### config.mk
export PLATFORM = sky130hd
export DESIGN_NAME = fpnew_fclass_unit
export DESIGN_NICKNAME = d
export VERILOG_FILES = /design/src/rtl/fpnew_pkg.sv /design/src/rtl/fpnew_classifier.sv /design/src/rtl/fpnew_fclass_unit.sv
export SDC_FILE = /design/constraint.sdc
export NUM_CORES = 1
export LEC_CHECK = 0
export BUFFER_PORTS_ARGS = -buffer_cell sky130_fd_sc_hd__buf_2
export CELL_PAD_IN_SITES_DETAIL_PLACEMENT = 0
export CELL_PAD_IN_SITES_GLOBAL_PLACEMENT = 2
export CORE_ASPECT_RATIO = 0.7
export CORE_MARGIN = 2
export CORE_UTILIZATION = 20
export CTS_BUF_LIST = sky130_fd_sc_hd__clkbuf_4 sky130_fd_sc_hd__clkbuf_8 sky130_fd_sc_hd__clkbuf_16
export DETAILED_ROUTE_END_ITERATION = 10
export PLACE_DENSITY_LB_ADDON = 0.12
export SLEW_MARGIN = 10
export SYNTH_ARGS = -nofsm -noshare
export SYNTH_HDL_FRONTEND = slang
export SYNTH_HIERARCHICAL = 1
export SYNTH_SLANG_ARGS = --single-unit
### constraint.sdc
create_clock -name clk_i -period 2.3 [get_ports clk_i]
set_input_delay 0.46 -clock clk_i [delete_from_list [all_inputs] [get_ports clk_i]]
set_output_delay 0.46 -clock clk_i [all_outputs]
set_load 0.03 [all_outputs]
### src/rtl/fpnew_pkg.sv
// Shared FP definitions for the non-computational slice: formats, operand
// classification info and the RISC-V FCLASS mask encoder.
package fpnew_pkg;

  typedef enum logic [2:0] {
    FP32    = 3'd0,
    FP64    = 3'd1,
    FP16    = 3'd2,
    FP8     = 3'd3,
    FP16ALT = 3'd4
  } fp_format_e;

  typedef struct packed {
    logic is_normal;
    logic is_subnormal;
    logic is_zero;
    logic is_inf;
    logic is_nan;
    logic is_signalling;
    logic is_quiet;
    logic is_boxed;
  } fp_info_t;

  localparam int unsigned NUM_FCLASS_BITS = 10;

  typedef enum logic [3:0] {
    CLASS_NEG_INF       = 4'd0,
    CLASS_NEG_NORMAL    = 4'd1,
    CLASS_NEG_SUBNORMAL = 4'd2,
    CLASS_NEG_ZERO      = 4'd3,
    CLASS_POS_ZERO      = 4'd4,
    CLASS_POS_SUBNORMAL = 4'd5,
    CLASS_POS_NORMAL    = 4'd6,
    CLASS_POS_INF       = 4'd7,
    CLASS_SNAN          = 4'd8,
    CLASS_QNAN          = 4'd9
  } classmask_e;

  function automatic int unsigned exp_bits(fp_format_e fmt);
    case (fmt)
      FP64:    return 11;
      FP16:    return 5;
      FP8:     return 5;
      default: return 8;
    endcase
  endfunction

  function automatic int unsigned man_bits(fp_format_e fmt);
    case (fmt)
      FP64:    return 52;
      FP16:    return 10;
      FP8:     return 2;
      FP16ALT: return 7;
      default: return 23;
    endcase
  endfunction

  function automatic int unsigned fp_width(fp_format_e fmt);
    return 1 + exp_bits(fmt) + man_bits(fmt);
  endfunction

  // NaN classes take priority so the sign never leaks into bits 8/9; an
  // unboxed operand arrives here as a quiet NaN.
  function automatic logic [NUM_FCLASS_BITS-1:0] fclass_encode(fp_info_t info, logic sign);
    logic [NUM_FCLASS_BITS-1:0] mask;
    classmask_e idx;
    if (info.is_nan)            idx = info.is_signalling ? CLASS_SNAN : CLASS_QNAN;
    else if (info.is_inf)       idx = sign ? CLASS_NEG_INF       : CLASS_POS_INF;
    else if (info.is_zero)      idx = sign ? CLASS_NEG_ZERO      : CLASS_POS_ZERO;
    else if (info.is_subnormal) idx = sign ? CLASS_NEG_SUBNORMAL : CLASS_POS_SUBNORMAL;
    else                        idx = sign ? CLASS_NEG_NORMAL    : CLASS_POS_NORMAL;
    mask      = '0;
    mask[idx] = 1'b1;
    return mask;
  endfunction

endpackage

### src/rtl/fpnew_classifier.sv
// Per-operand classifier: decodes exponent/mantissa fields into fp_info_t.
module fpnew_classifier
  import fpnew_pkg::*;
#(
  parameter fp_format_e  FpFormat    = FP32,
  parameter int unsigned NumOperands = 1,
  localparam int unsigned WIDTH      = fp_width(FpFormat)
) (
  input  logic     [NumOperands-1:0][WIDTH-1:0] operands_i,
  input  logic     [NumOperands-1:0]            is_boxed_i,
  output fp_info_t [NumOperands-1:0]            info_o
);

  localparam int unsigned EXP_BITS = exp_bits(FpFormat);
  localparam int unsigned MAN_BITS = man_bits(FpFormat);

  for (genvar i = 0; i < NumOperands; i++) begin : gen_operand
    logic [EXP_BITS-1:0] exponent;
    logic [MAN_BITS-1:0] mantissa;
    logic                exp_zero, exp_ones, man_zero;
    logic                unused_sign;
    fp_info_t            info;

    assign exponent    = operands_i[i][WIDTH-2 -: EXP_BITS];
    assign mantissa    = operands_i[i][MAN_BITS-1:0];
    assign unused_sign = operands_i[i][WIDTH-1];
    assign exp_zero    = (exponent == '0);
    assign exp_ones    = (exponent == '1);
    assign man_zero    = (mantissa == '0);

    // NOTE: every field gets a default before the decode so no path can infer a latch.
    always_comb begin
      info               = '0;
      info.is_boxed      = is_boxed_i[i];
      info.is_normal     = is_boxed_i[i] & ~exp_zero & ~exp_ones;
      info.is_zero       = is_boxed_i[i] & exp_zero & man_zero;
      info.is_subnormal  = is_boxed_i[i] & exp_zero & ~man_zero;
      info.is_inf        = is_boxed_i[i] & exp_ones & man_zero;
      info.is_nan        = ~is_boxed_i[i] | (exp_ones & ~man_zero);
      info.is_signalling = is_boxed_i[i] & exp_ones & ~man_zero & ~mantissa[MAN_BITS-1];
      info.is_quiet      = info.is_nan & ~info.is_signalling;
    end

    assign info_o[i] = info;
  end

endmodule

### src/rtl/fpnew_fclass_unit.sv
// FCLASS execution stage: classify, encode the 10-bit mask, then carry it
// through NumPipeRegs valid/ready register stages with flush and tag passthrough.
module fpnew_fclass_unit
  import fpnew_pkg::*;
#(
  parameter fp_format_e  FpFormat    = fp_format_e'(0),
  parameter int unsigned NumPipeRegs = 1,
  parameter int unsigned TagWidth    = 4,
  localparam int unsigned WIDTH      = fp_width(FpFormat)
) (
  input  logic                       clk_i,
  input  logic                       rst_ni,
  input  logic [WIDTH-1:0]           operand_i,
  input  logic                       is_boxed_i,
  input  logic [TagWidth-1:0]        tag_i,
  input  logic                       in_valid_i,
  output logic                       in_ready_o,
  input  logic                       flush_i,
  output logic [NUM_FCLASS_BITS-1:0] class_o,
  output logic [TagWidth-1:0]        tag_o,
  output logic                       out_valid_o,
  input  logic                       out_ready_i,
  output logic                       busy_o
);

  fp_info_t [0:0]             info;
  logic [NUM_FCLASS_BITS-1:0] class_in;

  fpnew_classifier #(
    .FpFormat    (FpFormat),
    .NumOperands (1)
  ) i_classifier (
    .operands_i (operand_i),
    .is_boxed_i (is_boxed_i),
    .info_o     (info)
  );

  assign class_in = fclass_encode(info[0], operand_i[WIDTH-1]);

  if (NumPipeRegs == 0) begin : gen_comb
    logic unused_ctrl;
    assign unused_ctrl = ^{clk_i, rst_ni, flush_i};
    assign in_ready_o  = out_ready_i;
    assign out_valid_o = in_valid_i;
    assign class_o     = class_in;
    assign tag_o       = tag_i;
    assign busy_o      = 1'b0;
  end else begin : gen_pipe
    logic [NumPipeRegs-1:0]     stage_valid;
    logic [NUM_FCLASS_BITS-1:0] stage_class [NumPipeRegs];
    logic [TagWidth-1:0]        stage_tag   [NumPipeRegs];
    logic [NumPipeRegs:0]       ready;

    // Ready ripples backwards in one block so a full pipe still accepts a push
    // in the same cycle the tail pops.
    always_comb begin
      ready              = '0;
      ready[NumPipeRegs] = out_ready_i;
      for (int k = int'(NumPipeRegs) - 1; k >= 0; k--) begin
        ready[k] = ~stage_valid[k] | ready[k+1];
      end
    end

    for (genvar k = 0; k < NumPipeRegs; k++) begin : gen_stage
      logic                       prev_valid;
      logic [NUM_FCLASS_BITS-1:0] prev_class;
      logic [TagWidth-1:0]        prev_tag;
      logic                       valid_d, valid_q;
      logic [NUM_FCLASS_BITS-1:0] class_d, class_q;
      logic [TagWidth-1:0]        tag_d, tag_q;

      if (k == 0) begin : gen_head
        assign prev_valid = in_valid_i;
        assign prev_class = class_in;
        assign prev_tag   = tag_i;
      end else begin : gen_body
        assign prev_valid = stage_valid[k-1];
        assign prev_class = stage_class[k-1];
        assign prev_tag   = stage_tag[k-1];
      end

      always_comb begin
        valid_d = valid_q;
        class_d = class_q;
        tag_d   = tag_q;
        if (ready[k]) valid_d = prev_valid;
        if (ready[k] && prev_valid) begin
          class_d = prev_class;
          tag_d   = prev_tag;
        end
        if (flush_i) valid_d = 1'b0;
      end

      // NOTE: data registers are reset too, because class_o/tag_o must read zero out of reset.
      always_ff @(posedge clk_i) begin
        if (!rst_ni) begin
          valid_q <= 1'b0;
          class_q <= '0;
          tag_q   <= '0;
        end else begin
          valid_q <= valid_d;
          class_q <= class_d;
          tag_q   <= tag_d;
        end
      end

      assign stage_valid[k] = valid_q;
      assign stage_class[k] = class_q;
      assign stage_tag[k]   = tag_q;
    end

    assign in_ready_o  = ready[0];
    assign out_valid_o = stage_valid[NumPipeRegs-1];
    assign class_o     = stage_class[NumPipeRegs-1];
    assign tag_o       = stage_tag[NumPipeRegs-1];
    assign busy_o      = |stage_valid;
  end

endmodule
-- Yosys cells after proc, flatten, opt, wreduce, memory -nomap -nowiden
Index checks and enable logic that the tools add are counted.
- bits in registers: 15
- latch bits: 0
- RAM bits: 0
- ROM bits: 0
- output and inout port bits: 17
- word-level logic and storage cells: 37
- memories: 0
- add/subtract/negate cells: 0
- multiply operators: 0
- div/mod/pow operators: 0
- order comparisons: 2
- equal/unequal tests: 1
- shift-type cells: 0
- multiplexer cells: 11
- bitwise gates (word level): 15
- reduce and logical (&&, ||, !) cells: 5
- operator list (cell ; number):
    $logic_not A23 Y1 ; 1
    $mux W3 ; 7
    $and A1 B1 Y1 ; 8
    $eq A8 B8 Y1 const B ; 1
    $logic_not A8 Y1 ; 1
    $lt A4 B5 Y1 const B ; 1
    $not A1 Y1 ; 5
    $demux W1 S4 ; 1
    $ge A4 B1 Y1 const B ; 1
    $mux W4 ; 1
    $logic_and A1 B1 Y1 ; 2
    $mux W1 ; 2
    $or A1 B1 Y1 ; 2
    $reduce_or A2 Y1 ; 1

-- Depth between registers and ports, before layout
Gate-level depths: netlist of the first run.
- word-level depth: 11
- depth in mapped cells: 6

-- Modules after synthesis
Netlist of the first run, hierarchy kept.
- by module, submodules not included (module ; times used ; cells an instance ; area each (sq um)):
    fpnew_fclass_unit ; 1 ; 73 ; 774.5
    fpnew_classifier ; 1 ; 26 ; 167.7

-- Worst setup path after synthesis of the first run
No wires, ideal clock.
- path type: input-to-reg
- from: input port operand_i[4]
- to: register gen_pipe.gen_stage[0].class_q[5] (netlist: class_o[5])
- setup time: 0.118 ns
- arrival: 2.083 ns
- required time: 2.182 ns
- slack: 0.099 ns
- stages on the path: 6
- buffers on the path: 0
- cells stage by stage: or4_4 or2_1 nor3_1 and4bb_1 nand3_1 a21boi_2
- RTL lines (what ; RTL line ; text):
    start: declaration ; fpnew_fclass_unit.sv:13 ; input logic [WIDTH-1:0] operand_i,
    end signal: assignment ; fpnew_fclass_unit.sv:102 ; class_q <= class_d;
    end: declaration ; fpnew_fclass_unit.sv:69 ; logic [NUM_FCLASS_BITS-1:0] class_d, class_q;

==> results of run 1 <==
-- worst reg2reg max path, delay by kind of cell, from the launching register on --
kind	cells	cell delay, ns
AND/OR/NAND/NOR	1	0.18
flip-flops	1	0.34
AO/OA/AOI/OAI	2	0.26
buffers and inverters	1	0.26
-- routing by layer --
layer | global-route usage [%] | share of wire (%)
met5 | 0 | 0
met3 | 3.946 | 5.1
met4 | 1.361 | 0.35
met2 | 15.96 | 43
met1 | 13.88 | 52
-- flip-flops by register name, indices dropped and copies added, names as in the netlist --
| signal | flops |
|---|---|
| tag_o | 4 |
| class_o | 10 |
| busy_o | 1 |
-- layout make-up --
| class | count | area share (%) |
|---|---|---|
| Multi-Input combinational cell | 72 | 42.88 |
| Clock buffer | 3 | 3.195 |
| Inverter | 2 | 0.7744 |
| Clock inverter | 1 | 0.3872 |
| Sequential cell | 15 | 23.23 |
| Timing Repair Buffer | 61 | 24.20 |
| Tap cell | 55 | 5.324 |
-- cell usage in the layout, fill, tap and decap left out, types with 2 or more instances in the layout --
master and count:
nand3_1 10, nor2_1 2, buf_2 58, dfxtp_1 15, and4_1 3, nor3_1 3, o21ai_0 4, nand4_1 6
clkbuf_8 3, a21boi_2 9, and2b_1 2, a21boi_1 6, o21ai_2 10, nor4_1 5, buf_4 3
-- where the power goes --
| group | switching (uW) | leakage [uW] | internal (uW) | total, uW |
|---|---|---|---|---|
| Clock | 93.7 | 0.0000255 | 120 | 214 |
| Combinational | 60.8 | 0.000398 | 49.1 | 110 |
| Sequential | 3.74 | 0.000122 | 267 | 271 |
-- how the worst min path moves through the flow --
stage                     slack (ns)  cells past startpoint               startpoint                       to
after floorplan                 0.58                      2  class_o[9]$_SDFFE_PN0P_  class_o[9]$_SDFFE_PN0P_
after global placement          0.45                      2  class_o[9]$_SDFFE_PN0P_  class_o[9]$_SDFFE_PN0P_
after detailed placement        0.45                      2  class_o[8]$_SDFFE_PN0P_  class_o[8]$_SDFFE_PN0P_
after CTS                       0.46                      3                  flush_i      busy_o$_SDFFE_PP0N_
after global routing            0.47                      3                 tag_i[2]    tag_o[2]$_SDFFE_PN0P_
final                           0.46                      2  class_o[8]$_SDFFE_PN0P_  class_o[8]$_SDFFE_PN0P_
-- stage by stage --
stage	cells	setup slack (ns)	area (sq um)	util, %	hold WS (ns)
after floorplan	95	0.09853	918.4	-	0.5841
after global placement	205	0.08523	1246	28.46	0.4464
after detailed placement	205	0.1032	1246	28.46	0.4535
after CTS	209	0.3575	1292	29.51	0.4575
after global routing	209	0.2110	1292	29.51	0.4661
final	209	0.3531	1292	29.51	0.4579
==> results.sh, run 1 <==
export IMPL_status="completed"
export IMPL_critPathArrivalTime_ns=2.13
export IMPL_setup_worst_path_start="operand_i[2]"
export IMPL_initial_core_util_pct=20.97
export IMPL_finalSetupTns_ns=0
export IMPL_powerDensity_nw_per_um2=459.7
export IMPL_die_w_microns=84.99
export IMPL_power_uw=594.2
export IMPL_path_cells="buf_2 -> or4_1 -> or2_1 -> nor3_1 -> and2b_1 -> nand4_1 -> a21boi_2"
export IMPL_synthToLayoutAreaGrowth_pct=40.74
export IMPL_hold_viol=0
export IMPL_grt_remaining_overflow=0
export IMPL_drv_slew=0
export IMPL_synth_area_per_cell_sq_um=9.667
export IMPL_critical_path_class="in2reg"
export IMPL_finalClockSkew_ns=0.004657
export IMPL_core_area_sq_um=4379
export IMPL_r2r_slack_ns=1.20
export IMPL_setup_violations=0
export IMPL_worst_path_max_delay_cell="or4_1"
export IMPL_required_ns=2.49
export IMPL_clkSinkCount=15
export IMPL_htree_levels=1
export IMPL_fp_row_count=20
export IMPL_cts_resized=0
export IMPL_min_period_ns=1.947
export IMPL_ios=59
export IMPL_clock_fmax_ghz=0.5136
export IMPL_drive_gt1_share_pct=58.44
export IMPL_nets=197
export IMPL_clk_path_buf_depth=2
export IMPL_finalCritPeriodShare_pct=84.65
export IMPL_die_h_microns=60.70
export IMPL_vias=954
export IMPL_multi_input_area_sq_um=554.3
export IMPL_cap_violations=0
export IMPL_postCtsSetupBuffers=0
export IMPL_syn_inst=95
export IMPL_power_leakage_uw=0.0005452
export IMPL_grtUsageTotal_pct=10.21
export IMPL_clock_latency_ns=0.25
export IMPL_cp_depth=7
export IMPL_dp_hpwl_microns=2097
export IMPL_ys_warn_count=6
export IMPL_drtIter0Drc=24
export IMPL_grt_start_max_net_pins=17
export IMPL_hold_class="reg2reg"
export IMPL_cp_max_fo=3
export IMPL_syn_area_sq_um=918.4
export IMPL_fill_cells=496
export IMPL_r2r_end="class_o[2]$_SDFFE_PN0P_"
export IMPL_seq_area_sq_um=300.3
export IMPL_rsz0062_at_grt="false"
export IMPL_wl_per_cell_microns=12.24
export IMPL_synth_nets=137
export IMPL_die_area_sq_um=5158
export IMPL_numCtsBuffers=3
export IMPL_path_clk_slew_ns=0.06
export IMPL_tightest_slew_ns=0.3837
export IMPL_slew_headroom_pct=74.39
export IMPL_end_kind="register"
export IMPL_dr_pass1_iters=4
export IMPL_rr_worst_depth=4
export IMPL_crit_family="simple AND/OR/NAND/NOR gates"
export IMPL_cts_tree="done"
export IMPL_cts_hold_buf=0
export IMPL_r2r_start="busy_o$_SDFFE_PP0N_"
export IMPL_grt_pass1_vias=891
export IMPL_antenna_cells=0
export IMPL_crit_path_start_kind="input pin"
export IMPL_root_buffer="clkbuf_8"
export IMPL_peakVddDrop_uv=256.1
export IMPL_drtAntennaViolNets=0
export IMPL_worstPathBufferInverterCount=1
export IMPL_drt_wl_total_microns=2558
export IMPL_drc=0
export IMPL_slowest_delay_ns=0.53
export IMPL_grt_first_pass_wirelength_microns=4098
export IMPL_place_congestion=0.7020
export IMPL_vias_per_cell=4.565
export IMPL_endpoint="class_o[3]$_SDFFE_PN0P_"
export IMPL_antenna_found_initial=0
export IMPL_portBuffers=58
Note: power is estimated with default switching activity, not from simulation.
==> run 2: changes to the inputs <==
--- a/config.mk
+++ b/config.mk
@@ -10,7 +10,7 @@
 export CELL_PAD_IN_SITES_GLOBAL_PLACEMENT = 2
 export CORE_ASPECT_RATIO = 0.7
 export CORE_MARGIN = 2
-export CORE_UTILIZATION = 20
+export CORE_UTILIZATION = 22
 export CTS_BUF_LIST = sky130_fd_sc_hd__clkbuf_4 sky130_fd_sc_hd__clkbuf_8 sky130_fd_sc_hd__clkbuf_16
 export DETAILED_ROUTE_END_ITERATION = 10
 export PLACE_DENSITY_LB_ADDON = 0.12
==> constraint.sdc (replaced) <==
create_clock -name clk_i -period 1.8 [get_ports clk_i]
set_input_delay 0.36 -clock clk_i [delete_from_list [all_inputs] [get_ports clk_i]]
set_output_delay 0.36 -clock clk_i [all_outputs]
set_load 0.03 [all_outputs]
==> run 2 against run 1 <==
  * Clock skew shrank 0.0038 ns
  * Sequential power grew 28%
  * Critical path depth is the same
  * Largest cell class unchanged
  * Core utilization grew 4.9 points
  * Final area grew 5.6%
  * Global-route usage grew 1.4 points
  * Register-to-register slack lost 0.49 ns
  * Wire length shrank 0.66%
  * Combinational power grew 34%
==> results.sh, run 2 (synthesis gave the netlist of run 1 again) <==
export IMPL_antenna_cells=0
export IMPL_setup_violations=0
export IMPL_dr_pass1_iters=4
export IMPL_ios=59
export IMPL_finalSetupTns_ns=0
export IMPL_clk_path_buf_depth=2
export IMPL_peakVddDrop_uv=312.8
export IMPL_crit_path_start_kind="input pin"
export IMPL_cap_violations=0
export IMPL_cts_resized=0
export IMPL_min_period_ns=1.688
export IMPL_drtAntennaViolNets=0
export IMPL_finalClockSkew_ns=0.0008465
export IMPL_slew_headroom_pct=74.28
export IMPL_end_kind="register"
export IMPL_required_ns=1.94
export IMPL_grtUsageTotal_pct=11.57
export IMPL_drive_gt1_share_pct=63.92
export IMPL_powerDensity_nw_per_um2=575.0
export IMPL_drc=0
export IMPL_cts_hold_buf=0
export IMPL_layout_commonest_cell="buf_2"
export IMPL_die_area_sq_um=4716
export IMPL_drtIter0Drc=29
export IMPL_nets=201
export IMPL_grt_pass1_vias=916
export IMPL_core_area_sq_um=3970
export IMPL_finalCritPeriodShare_pct=93.78
export IMPL_tightest_slew_ns=0.3852
export IMPL_dp_hpwl_microns=2084
export IMPL_power_uw=785.0
export IMPL_critPathArrivalTime_ns=1.83
export IMPL_status="completed"
export IMPL_grt_first_pass_wirelength_microns=4209
export IMPL_synthToLayoutAreaGrowth_pct=48.64
export IMPL_cp_max_fo=3
export IMPL_power_leakage_uw=0.0006011
export IMPL_wl_per_cell_microns=12.10
export IMPL_place_congestion=0.6878
export IMPL_fp_row_count=19
export IMPL_worst_path_max_delay_cell="or4_4"
export IMPL_fill_cells=421
export IMPL_postCtsSetupBuffers=0
export IMPL_portBuffers=58
export IMPL_hold_viol=0
export IMPL_path_cells="buf_2 -> or4_4 -> or2_4 -> nor3_4 -> and4bb_1 -> nand3_1 -> a21boi_2"
export IMPL_clock_latency_ns=0.24
export IMPL_vias_per_cell=4.514
export IMPL_die_h_microns=58.06
export IMPL_grt_remaining_overflow=0
export IMPL_largest_reg_flops=10
export IMPL_critical_path_class="in2reg"
export IMPL_dpl_cell_area_sq_um=1301
export IMPL_setup_slack_ns=0.1120
export IMPL_drv_slew=0
export IMPL_htree_levels=1
export IMPL_numCtsBuffers=3
export IMPL_rsz0062_at_grt="false"
export IMPL_clock_fmax_ghz=0.5924
export IMPL_multi_input_area_sq_um=598.1
export IMPL_die_w_microns=81.23
export IMPL_final_area_sq_um=1365
export IMPL_vias=948
export IMPL_seq_area_sq_um=300.3
export IMPL_grt_start_max_net_pins=17
export IMPL_antenna_found_initial=0
export IMPL_clkSinkCount=15
export IMPL_root_buffer="clkbuf_8"
export IMPL_path_clk_slew_ns=0.06
export IMPL_cts_tree="done"
export IMPL_slowest_delay_ns=0.53
export IMPL_initial_core_util_pct=23.13
export IMPL_place_ws_ns=-0.2015
export IMPL_layout_common_cells="buf_2, dfxtp_1, nand3_1, o21ai_2, a21boi_2"
export IMPL_hold_class="in2reg"
export IMPL_drt_wl_total_microns=2541
==> run 2: cell types whose count changed in the layout (fill, tap and decap cells not counted), sizes merged <==
cell	change
clkinv	-1
clkbuf	+1
buf	+4
==> run 2: power breakdown <==
part	switching [uW]	internal, uW
registers	4.70	341
clock network	120	172
logic	80.6	66.8
total	205	580
==> run 2: stage by stage <==
stage / hold slack (ns) / cells / utilization (%)
2_1_floorplan: 0.5025 / 95 / -
6_report: 0.3603 / 210 / 34.38
4_1_cts: 0.3534 / 210 / 34.01
5_1_grt: 0.3709 / 210 / 34.38
3_3_place_gp: 0.4455 / 206 / 32.78
3_5_place_dp: 0.4515 / 206 / 32.78
==> run 2: worst paths after layout <==
kind                               from                       to  slack, ns  cells past startpoint
setup / recovery           operand_i[2]  class_o[5]$_SDFFE_PN0P_       0.11                      7
hold / removal                  flush_i      busy_o$_SDFFE_PP0N_       0.36                      3
setup reg to reg    busy_o$_SDFFE_PP0N_    tag_o[3]$_SDFFE_PN0P_       0.71                      4
hold reg to reg   tag_o[1]$_SDFFE_PN0P_    tag_o[1]$_SDFFE_PN0P_       0.46                      2
==> run 2: cell type report <==
| class | count | area share [%] |
|---|---|---|
| multi-input combinational | 72 | 43.81 |
| timing repair buffer | 65 | 25.11 |
| sequential | 15 | 22.00 |
| tap | 52 | 4.766 |
| clock buffer | 4 | 3.575 |
| inverter | 2 | 0.7333 |
==> run 2: per-layer routing <==
metal / track usage [%] / part of all wire [%] / vias to the layer above
met5: 0 / 0 / -
met4: 1.937 / 0.24 / 0
met3: 3.894 / 3.7 / 2
met2: 17.24 / 46 / 14
met1: 16.48 / 50 / 437
li1: - / - / 495
==> run 2: worst max-delay path, delay by kind of cell <==
family / cells / cell delay, ns
AND/OR/NAND/NOR: 5 / 1.32
AO/OA/AOI/OAI: 1 / 0.05
buffers and inverters: 1 / 0.10
==> run 3: changes to the inputs <==
--- a/config.mk
+++ b/config.mk
@@ -11,8 +11,9 @@
 export CORE_ASPECT_RATIO = 0.7
 export CORE_MARGIN = 2
 export CORE_UTILIZATION = 22
-export CTS_BUF_LIST = sky130_fd_sc_hd__clkbuf_4 sky130_fd_sc_hd__clkbuf_8 sky130_fd_sc_hd__clkbuf_16
+export CTS_BUF_LIST = sky130_fd_sc_hd__clkbuf_8 sky130_fd_sc_hd__clkbuf_16
 export DETAILED_ROUTE_END_ITERATION = 10
+export MAX_ROUTING_LAYER = met4
 export PLACE_DENSITY_LB_ADDON = 0.12
 export SLEW_MARGIN = 10
 export SYNTH_ARGS = -nofsm -noshare
==> run 3 against run 2 <==
  * Via count up 0.32%
  * Clock power decreased by 7.9%
  * Clock-buffer cell count fell by 1
  * Wire length shrank 1.3%
  * Clock skew hardly changed
  * Critical path type unchanged
  * Worst hold slack better by 0.0032 ns
  * Power fell by 2.9%
==> results.sh, run 3 (synthesis gave the netlist of run 1 again) <==
export IMPL_r2r_start="busy_o$_SDFFE_PP0N_"
export IMPL_vias_per_cell=4.529
export IMPL_cap_violations=0
export IMPL_grt_pass1_vias=909
export IMPL_required_ns=1.94
export IMPL_fill_cells=420
export IMPL_final_area_sq_um=1361
export IMPL_drtAntennaViolNets=0
export IMPL_multi_input_area_sq_um=598.1
export IMPL_postCtsSetupBuffers=0
export IMPL_htree_levels=1
export IMPL_finalSetupTns_ns=0
export IMPL_dr_pass1_iters=4
export IMPL_r2r_end="tag_o[2]$_SDFFE_PN0P_"
export IMPL_drive_gt1_share_pct=63.29
export IMPL_end_kind="register"
export IMPL_r2r_slack_ns=0.71
export IMPL_clk_path_buf_depth=2
export IMPL_portBuffers=58
export IMPL_hold_end="tag_o[3]$_SDFFE_PN0P_"
export IMPL_grt_first_pass_wirelength_microns=4174
export IMPL_die_w_microns=81.23
export IMPL_layout_common_cells="buf_2, dfxtp_1, nand3_1, o21ai_2, a21boi_2"
export IMPL_path_clk_slew_ns=0.06
export IMPL_setup_worst_path_start="operand_i[2]"
export IMPL_vias=951
export IMPL_grt_start_max_net_pins=17
export IMPL_clock_fmax_ghz=0.5917
export IMPL_finalClockSkew_ns=0.001152
export IMPL_grt_remaining_overflow=0
export IMPL_crit_path_start_kind="input pin"
export IMPL_powerDensity_nw_per_um2=560.1
export IMPL_drtIter0Drc=26
export IMPL_antenna_cells=0
export IMPL_peakVddDrop_uv=268.0
export IMPL_finalCritPeriodShare_pct=93.89
export IMPL_ios=59
export IMPL_min_period_ns=1.690
export IMPL_critPathArrivalTime_ns=1.83
export IMPL_numCtsBuffers=3
export IMPL_nets=201
export IMPL_slew_headroom_pct=74.33
export IMPL_whs_path_depth=3
export IMPL_setup_violations=0
export IMPL_power_leakage_uw=0.0006018
export IMPL_layout_commonest_cell="buf_2"
export IMPL_synthToLayoutAreaGrowth_pct=48.23
export IMPL_die_h_microns=58.06
export IMPL_place_ws_ns=-0.2015
export IMPL_fp_row_count=19
export IMPL_rr_worst_depth=4
export IMPL_setup_slack_ns=0.1100
export IMPL_utilization_pct=34.29
export IMPL_drv_slew=0
export IMPL_hold_viol=0
export IMPL_root_buffer="clkbuf_8"
export IMPL_core_area_sq_um=3970
export IMPL_dp_hpwl_microns=2084
export IMPL_rsz0062_at_grt="false"
export IMPL_place_congestion=0.6950
export IMPL_power_uw=762.5
export IMPL_hold_class="in2reg"
export IMPL_drc=0
export IMPL_dpl_cell_area_sq_um=1301
export IMPL_grtUsageTotal_pct=11.79
export IMPL_largest_reg_flops=10
export IMPL_tightest_slew_ns=0.3845
export IMPL_status="completed"
export IMPL_clock_latency_ns=0.24
export IMPL_die_area_sq_um=4716
export IMPL_initial_core_util_pct=23.13
export IMPL_seq_area_sq_um=300.3
export IMPL_cp_max_fo=3
export IMPL_wl_per_cell_microns=11.95
export IMPL_antenna_found_initial=0
export IMPL_clkSinkCount=15
export IMPL_hold_path_startpoint="tag_i[3]"
export IMPL_cts_tree="done"
export IMPL_critical_path_class="in2reg"
export IMPL_drt_wl_total_microns=2509
==> run 3: cell count changes in the layout (fill, tap and decap cells not counted) <==
cell	before	now
clkbuf_4	1	0
inv_1	0	1
==> run 3: layout make-up <==
class	count	area share, %
clock buffers	3	3.033
clock inverters	1	0.2757
inverters	2	0.7353
multi-input cells	72	43.93
flip-flops and latches	15	22.06
well taps	52	4.779
repair buffers	65	25.18
==> run 3: worst max path at each step <==
stage | endpoint | slack, ns
after CTS | class_o[3]$_SDFFE_PN0P_ | 0.05
after global placement | class_o[3]$_SDFFE_PN0P_ | -0.20
after global routing | class_o[3]$_SDFFE_PN0P_ | 0.03
after floorplan | class_o[4]$_SDFFE_PN0P_ | -0.03
after detailed placement | class_o[1]$_SDFFE_PN0P_ | -0.20
final | class_o[5]$_SDFFE_PN0P_ | 0.11
==> run 3: critical path, cell delays in order <==
cell and delay [ns]:
buf_2 0.10, or4_4 0.53, or2_4 0.29, nor3_4 0.14
and4bb_1 0.25, nand3_1 0.11, a21boi_2 0.05
==> run 3: per-stage QoR <==
step / hold WS [ns] / std cells
3_5_place_dp: 0.4515 / 206
5_1_grt: 0.3762 / 210
3_3_place_gp: 0.4455 / 206
4_1_cts: 0.3544 / 210
6_report: 0.3634 / 210
2_1_floorplan: 0.5025 / 95
==> run 3: report_power, final <==
part           switching (uW)  internal, uW
sequential               4.69           341
combinational            80.5          66.8
clock                     118           151
==> run 3: layer usage <==
metal | track usage, % | wire length [microns]
met5 | - | 0
met3 | 3.894 | 108
met1 | 16.30 | 1239
met2 | 17.00 | 1161
met4 | 1.937 | 0
==> run 3: what timing repair did <==
| action | CTS | global route |
|---|---|---|
| resized for setup | 0 | 3 |
| hold buffers | 0 | 0 |
| setup endpoints to repair | 0 | 8 |
